==> src/rtl/led_auto_scheduler.sv <==
// led_auto_scheduler
// Arbitrates the user-LED number/brightness between manual button ticks and an
// autonomous "breathing" demo. After IDLE_STEPS step events without a tick the
// demo takes over; the next tick hands control back and restores the pre-demo
// number/brightness.
//
// Ports:
//   clk          system clock
//   reset_n      asynchronous active-low reset
//   dec_tick     one-cycle pulse, number -1
//   inc_tick     one-cycle pulse, number +1
//   dim_tick     one-cycle pulse, brightness -1
//   bright_tick  one-cycle pulse, brightness +1
//   number       signed LED value, -8..7
//   brightness   PWM mode, 0..MAX_LEVEL
//   auto_active  high while the demo owns the outputs
//   step_pulse   one-cycle pulse per step event
//
// state        | meaning
// -------------+-----------------------------------------------------------
// ST_MANUAL    | ticks adjust number/brightness; idle counter runs
// ST_AUTO_UP   | demo ramps brightness up one level per step
// ST_AUTO_DOWN | demo ramps brightness down; at 0 bumps number and ramps up

module led_auto_scheduler #(
    parameter int STEP_CYCLES = 50000000,
    parameter int IDLE_STEPS  = 10,
    parameter int MAX_LEVEL   = 5
) (
    input  logic       clk,
    input  logic       reset_n,
    input  logic       dec_tick,
    input  logic       inc_tick,
    input  logic       dim_tick,
    input  logic       bright_tick,
    output logic [3:0] number,
    output logic [2:0] brightness,
    output logic       auto_active,
    output logic       step_pulse
);

    localparam int PW = $clog2(STEP_CYCLES);
    localparam int IW = (IDLE_STEPS > 1) ? $clog2(IDLE_STEPS) : 1;

    localparam logic [PW-1:0] PRESC_LAST = PW'(STEP_CYCLES - 1);
    localparam logic [IW-1:0] IDLE_LAST  = IW'(IDLE_STEPS - 1);
    localparam logic [2:0]    MAX_B      = 3'(MAX_LEVEL);

    localparam logic [1:0] ST_MANUAL    = 2'd0;
    localparam logic [1:0] ST_AUTO_UP   = 2'd1;
    localparam logic [1:0] ST_AUTO_DOWN = 2'd2;

    logic [1:0]    state_q, state_d;
    logic [PW-1:0] presc_q, presc_d;
    logic [IW-1:0] idle_q, idle_d;
    logic [3:0]    number_q, number_d;
    logic [2:0]    bright_q, bright_d;
    logic [3:0]    shadow_num_q, shadow_num_d;
    logic [2:0]    shadow_bri_q, shadow_bri_d;
    logic          step_q, step_d;
    logic          auto_q, auto_d;

    logic       any_tick;
    logic       step_evt;
    logic [2:0] bright_inc;
    logic [2:0] bright_dec;

    assign any_tick   = dec_tick | inc_tick | dim_tick | bright_tick;
    assign step_evt   = (presc_q == PRESC_LAST);
    assign bright_inc = bright_q + 3'd1;
    assign bright_dec = bright_q - 3'd1;

    always_comb begin
        state_d      = state_q;
        idle_d       = idle_q;
        number_d     = number_q;
        bright_d     = bright_q;
        shadow_num_d = shadow_num_q;
        shadow_bri_d = shadow_bri_q;
        step_d       = step_evt;

        // Any tick restarts the step phase so idle time is measured from the tick.
        if (any_tick || step_evt) begin
            presc_d = '0;
        end else begin
            presc_d = presc_q + PW'(1);
        end

        case (state_q)
            ST_MANUAL: begin
                if (any_tick) begin
                    idle_d = '0;
                    if (inc_tick && !dec_tick && number_q != 4'b0111) begin
                        number_d = number_q + 4'd1;
                    end else if (dec_tick && !inc_tick && number_q != 4'b1000) begin
                        number_d = number_q - 4'd1;
                    end
                    if (bright_tick && !dim_tick && bright_q != MAX_B) begin
                        bright_d = bright_inc;
                    end else if (dim_tick && !bright_tick && bright_q != 3'd0) begin
                        bright_d = bright_dec;
                    end
                end else if (step_evt) begin
                    if (idle_q == IDLE_LAST) begin
                        shadow_num_d = number_q;
                        shadow_bri_d = bright_q;
                        bright_d     = 3'd0;
                        idle_d       = '0;
                        state_d      = ST_AUTO_UP;
                    end else begin
                        idle_d = idle_q + IW'(1);
                    end
                end
            end
            ST_AUTO_UP, ST_AUTO_DOWN: begin
                // The exiting tick only restores; it is not applied as an adjustment.
                if (any_tick) begin
                    state_d  = ST_MANUAL;
                    number_d = shadow_num_q;
                    bright_d = shadow_bri_q;
                    idle_d   = '0;
                end else if (step_evt) begin
                    if (state_q == ST_AUTO_UP) begin
                        bright_d = bright_inc;
                        if (bright_inc == MAX_B) begin
                            state_d = ST_AUTO_DOWN;
                        end
                    end else begin
                        bright_d = bright_dec;
                        if (bright_dec == 3'd0) begin
                            number_d = number_q + 4'd1;  // natural 4-bit wrap 7 -> -8
                            state_d  = ST_AUTO_UP;
                        end
                    end
                end
            end
            default: begin
                state_d = ST_MANUAL;
            end
        endcase

        auto_d = (state_d != ST_MANUAL);
    end

    always_ff @(posedge clk or negedge reset_n) begin
        if (!reset_n) begin
            state_q      <= ST_MANUAL;
            presc_q      <= '0;
            idle_q       <= '0;
            number_q     <= 4'd0;
            bright_q     <= MAX_B;
            shadow_num_q <= 4'd0;
            shadow_bri_q <= 3'd0;
            step_q       <= 1'b0;
            auto_q       <= 1'b0;
        end else begin
            state_q      <= state_d;
            presc_q      <= presc_d;
            idle_q       <= idle_d;
            number_q     <= number_d;
            bright_q     <= bright_d;
            shadow_num_q <= shadow_num_d;
            shadow_bri_q <= shadow_bri_d;
            step_q       <= step_d;
            auto_q       <= auto_d;
        end
    end

    assign number      = number_q;
    assign brightness  = bright_q;
    assign auto_active = auto_q;
    assign step_pulse  = step_q;

endmodule

==> config.mk <==
export PLATFORM = sky130hd
export DESIGN_NAME = led_auto_scheduler
export DESIGN_NICKNAME = d
export VERILOG_FILES = /design/src/rtl/led_auto_scheduler.sv
export SDC_FILE = /design/constraint.sdc
export NUM_CORES = 1
export LEC_CHECK = 0
export BUFFER_PORTS_ARGS = -buffer_cell sky130_fd_sc_hd__buf_2
export CORE_MARGIN = 2
export CORE_UTILIZATION = 53
export CTS_BUF_LIST = sky130_fd_sc_hd__clkbuf_16
export CTS_CLUSTER_SIZE = 14
export DETAILED_ROUTE_END_ITERATION = 8
export GPL_TIMING_DRIVEN = 0
export PLACE_DENSITY = 0.73
export SYNTH_ARGS = -nofsm -noshare
export SYNTH_HDL_FRONTEND = slang
export SYNTH_SLANG_ARGS = --single-unit
==> constraint.sdc <==
create_clock -name clk -period 2.1 [get_ports clk]
set_input_delay 0.42 -clock clk [delete_from_list [all_inputs] [get_ports clk]]
set_output_delay 0.42 -clock clk [all_outputs]
set_load 0.01 [all_outputs]
==> results by stage <==
Status:
- The flow ran to the end, but the final reports show violations.
- The final reports fail on setup timing.

Route:
- Wires add up to 6.56 mm.
- The average routed wire per standard cell is 15.8 um.
- The detailed router placed 2360 vias in this run.
- Once detail routing completed, the nets flagged for antenna violations numbered 0.
- The number of DRC markers in iteration 0 is 253.
- The number of vias per cell is 5.69.
- The first TritonRoute pass finished after 4 iterations.
- For this run, design rule violations remaining after detail routing come to 0.

Floorplan:
- The starting density of the core is 0.550.
- The core region is 5140 um2.
- The number of primary I/O pins is 15.
- The die covers 5940 um2.
- The die is 77.1 um wide.
- The height of the die is 77.1 um.
- The number of rows created at floorplan is 26.

Worst setup path:
- The number of buffers and inverters on the critical path is 1.
- The kind of start point of the critical path is a flop.
- Tracing the worst setup path back leads to its startpoint at presc_q[10].
- The total stage count of the critical path is 7.
- The most frequent cell on the critical path is sky130_fd_sc_hd__nor4_4.
- The endpoint class of the critical path is a flop.
- The endpoint arrival time on the critical path is 2410 ps.
- The internal reg-to-reg setup slack is -140 ps.
- The kind of critical path is reg2reg.
- The slowest stage of the critical path belongs to the cell sky130_fd_sc_hd__dfrtp_1.
- The number of cells on the worst reg-to-reg path is 7.
- The signal on the critical path passes through nor4_4, nand2_1, or3_4, nor4_4, and3_1, buf_6, mux2_2.
- The largest single stage delay on the critical path is 410 ps.
- The worst register-to-register path ends at shadow_num_q[0].
- The maximum fanout along the worst path is 7.
- The end point of the critical path is shadow_num_q[0].
- The required time at the endpoint of the critical path is 2270 ps.
- The cell type group with the largest total delay on the critical path is simple AND/OR/NAND/NOR gates.
- The startpoint of the most critical register-to-register path is presc_q[10].

Final layout:
- The post-layout utilization of the core is 0.692.
- The count of placed standard cells in the final layout, fillers left out is 415.
- The number of fill cells is 389.
- Of the cells placed in the final design, the portion with a size suffix greater than 1 is 0.267.
- Relative to the synthesized area, the layout overhead comes to 25.8%.
- The area of the multi-input gates is 1750 um2.
- 0 antenna diodes ended up in the layout.
- The register area is 1210 um2.
- For this run, the post-layout net count is 363.

Yosys:
- Yosys attributes the largest share of cell area to sky130_fd_sc_hd__dfrtp_1 41%, sky130_fd_sc_hd__xor2_1 6.8%, sky130_fd_sc_hd__ha_1 5.7%, sky130_fd_sc_hd__nor2_1 4.9%, sky130_fd_sc_hd__nand2_1 4.4%.
- The number of flops mapped to enable cells by yosys is 0.
- The library cell with the largest summed area after synthesis is sky130_fd_sc_hd__dfrtp_1.
- The cell count after synthesis is 302.
- For this run, the leading register cell type out of synthesis is sky130_fd_sc_hd__dfrtp_1.
- Counting flops and latches in the post-synthesis netlist gives 48.
- The summed instance area of the synthesized netlist is 2830 um2.
- The async set or reset register ratio after synthesis is 1.00.
- The share of the synthesized area in the top cell type is 0.407.
- When the netlist entered floorplanning its net count stood at 321.
- The total of warnings raised by yosys is 0.
- The sequential fraction of the synthesis area is 0.425.
- The per-instance average area after synthesis is 9.37 um2.
- The number of different library cells in the post-synthesis netlist is 52.

CTS:
- Clock-pin slew was measured on the worst setup and hold paths at 60 ps.
- In this run the clock root is driven by a sky130_fd_sc_hd__clkbuf_16.
- For this design, the CTS-stage hold fixing added 0 buffers.
- The maximum number of buffers from clock root to sink is 2.
- The number of levels the H-tree was split into is 2.
- The TritonCTS clock tree is yes.
- The number of sinks driven by the clock tree is 48.
- The later pin in the worst-skew pair is clocked with a latency of 290 ps.
- TritonCTS created 5 clock buffers.

STA:
- Setup violations remaining at the end of the flow were counted as 12.
- The final-report hold violation count is 0.
- Headroom to the max-slew limit came out at 0.291.
- Derived from the worst setup path, the maximum achievable clock frequency is 447 MHz.
- The final clock period utilization by the worst path is 1.07.
- The summed negative setup slack over all endpoints is -946 ps.
- Setup repair after global routing could not meet its margin everywhere.
- The count of final max-slew check failures is 0.
- At the pin with the least slew margin, the transition time is 1060 ps.
- Between clock sinks in the finished design, the worst skew comes to 6.34 ps.
- The final setup slack of the worst path is -138 ps.
- The routed design could run at a clock period as short as 2240 ps.

Placed design:
- The pre-CTS worst setup slack is -476 ps.
- Once detailed placement completed, the half-perimeter wirelength came to 3.84 mm.
- The placer congestion estimate is 0.856.
- In this run the tool buffered the top-level ports with 14 buffer cells.
- The number of placed instances, taps included, is 386.

GRT:
- Across every metal layer, demand over resource in global routing totals 0.223.
- After global routing the overflow that remains totals 0.
- The pin count of the biggest net entering global routing is 49.
- The number of global-route vias before repair came to 2280.
- The global-route wire length before repair is 10.7 mm.
- The number of antenna violations at the first check in global routing is 0.

Pwr:
- The sequential group share of total power is 0.378.
- The portion of total power attributed to the clock network is 0.301.
- The cell leakage power is 0.00157 uW.
- The cell-internal power is 2030 uW.
- The switching part of the total power is 0.329.
- For this design the total switching power over the nets is 996 uW.
- After layout, the design draws a total of 3020 uW.
- Of the total power, combinational logic draws 0.321.
- The power per unit of standard cell area is 850 nW/um2.
- The worst-case vdd ir drop is 569 uV.

Worst hold path:
- The path category of the worst min-delay check is in2async.

Run:
- The max-cap check violation count is 0.
[power by group through the flow]
stage / combinational [uW] / sequential [uW] / clock [uW]
final: 971 / 1140 / 910
after global routing: 1070 / 1160 / 968
after CTS: 916 / 1100 / 923
after detailed placement: 840 / 1100 / 0
after global placement: 828 / 1090 / 0
after floorplan: 613 / 1120 / 0
[placed cells by master, fill, tap and decap left out, types with 5 or more instances in the layout]
| master | n |
|---|---|
| sky130_fd_sc_hd__nand3_1 | 11 |
| sky130_fd_sc_hd__inv_1 | 8 |
| sky130_fd_sc_hd__buf_4 | 22 |
| sky130_fd_sc_hd__buf_2 | 15 |
| sky130_fd_sc_hd__and3_1 | 6 |
| sky130_fd_sc_hd__o21ai_1 | 6 |
| sky130_fd_sc_hd__o21ai_0 | 11 |
| sky130_fd_sc_hd__ha_1 | 11 |
| sky130_fd_sc_hd__nand2_1 | 29 |
| sky130_fd_sc_hd__mux2_4 | 5 |
| sky130_fd_sc_hd__nor2_1 | 37 |
| sky130_fd_sc_hd__xnor2_1 | 9 |
| sky130_fd_sc_hd__dfrtp_1 | 44 |
| sky130_fd_sc_hd__clkbuf_16 | 5 |
| sky130_fd_sc_hd__xor2_1 | 22 |
| sky130_fd_sc_hd__nand4_1 | 7 |
| sky130_fd_sc_hd__a21oi_1 | 7 |
[worst min path at each step]
stage / slack, ps / end
after global routing: 430 / presc_q[11]
after CTS: 380 / presc_q[18]
after detailed placement: 490 / presc_q[0]
final: 330 / presc_q[11]
after floorplan: 120 / auto_active
after global placement: 490 / presc_q[0]
[cell type report]
type / instances / share of cell area
inverter: 10 / 0.0113
multi-input combinational: 233 / 0.491
clock inverter: 3 / 0.0120
tap: 70 / 0.0246
clock buffer: 5 / 0.0352
buffer: 9 / 0.0179
timing repair buffer: 37 / 0.0693
sequential: 48 / 0.339
[per-stage QoR]
stage	cell area (um2)	hold slack (ps)
final	3560	329
after global routing	3560	429
after CTS	3390	377
after detailed placement	3010	490
after global placement	3010	486
after floorplan	2850	124
[what timing repair did]
item,in CTS,in global routing
gates resized for setup,24,35
setup endpoints to repair,34,42
hold endpoints to repair,0,0
setup buffers,16,7
pin swaps,13,12
[synth_stat cells (all sizes together) (2+ instances only)]
| master | n |
|---|---|
| buf | 2 |
| nand2b | 2 |
| clkbuf | 9 |
| nand4 | 7 |
| nor3 | 5 |
| o22ai | 2 |
| a32o | 2 |
| inv | 10 |
| a211o | 2 |
| ha | 13 |
| o21ai | 18 |
| nand2 | 34 |
| a211oi | 2 |
| a21o | 2 |
| xor2 | 22 |
| and4 | 4 |
| or3 | 2 |
| mux2i | 3 |
| nand3b | 4 |
| mux2 | 7 |
| xnor2 | 10 |
| nor2 | 37 |
| a21oi | 8 |
| nor2b | 4 |
| dfstp | 2 |
| dfrtp | 46 |
| nor4 | 7 |
| a31oi | 2 |
| nand3 | 11 |
| o211ai | 2 |
| and3 | 6 |
[per-layer routing]
layer  GRT usage  vias to the layer above  share of wire
met5           0                        -              0
met4      0.0661                        0          0.017
met3      0.0341                       12          0.034
met2       0.356                       51           0.48
met1       0.316                     1158           0.47
li1            -                     1139              -
[flip-flops by register name, summed over array words and instances (netlist names)]
| register | count |
|---|---|
| step_pulse | 1 |
| presc_q | 26 |
| idle_q | 4 |
| auto_active | 1 |
| brightness | 3 |
| shadow_num_q | 4 |
| number | 4 |
| state_q | 2 |
| shadow_bri_q | 3 |
[worst reg2reg max path: stages, from the launching register on]
cell	delay [ps]
sky130_fd_sc_hd__dfrtp_1	410
sky130_fd_sc_hd__nor4_4	330
sky130_fd_sc_hd__nand2_1	100
sky130_fd_sc_hd__or3_4	410
sky130_fd_sc_hd__nor4_4	170
sky130_fd_sc_hd__and3_1	200
sky130_fd_sc_hd__buf_6	160
sky130_fd_sc_hd__mux2_2	340
[cells by family (layout without fill, tap and decap cells)]
logic type | after synthesis | after routing | share of synthesized area
AOI/OAI and AO/OA | 48 | 48 | 0.110
xor gates and xnor gates | 32 | 32 | 0.0991
adders and majority gates | 13 | 13 | 0.0575
buffers and inverters | 21 | 64 | 0.0292
DFF | 48 | 48 | 0.425
muxes | 10 | 10 | 0.0385
and+or+nand+nor | 130 | 130 | 0.241
(Power assumes the default switching activity.)
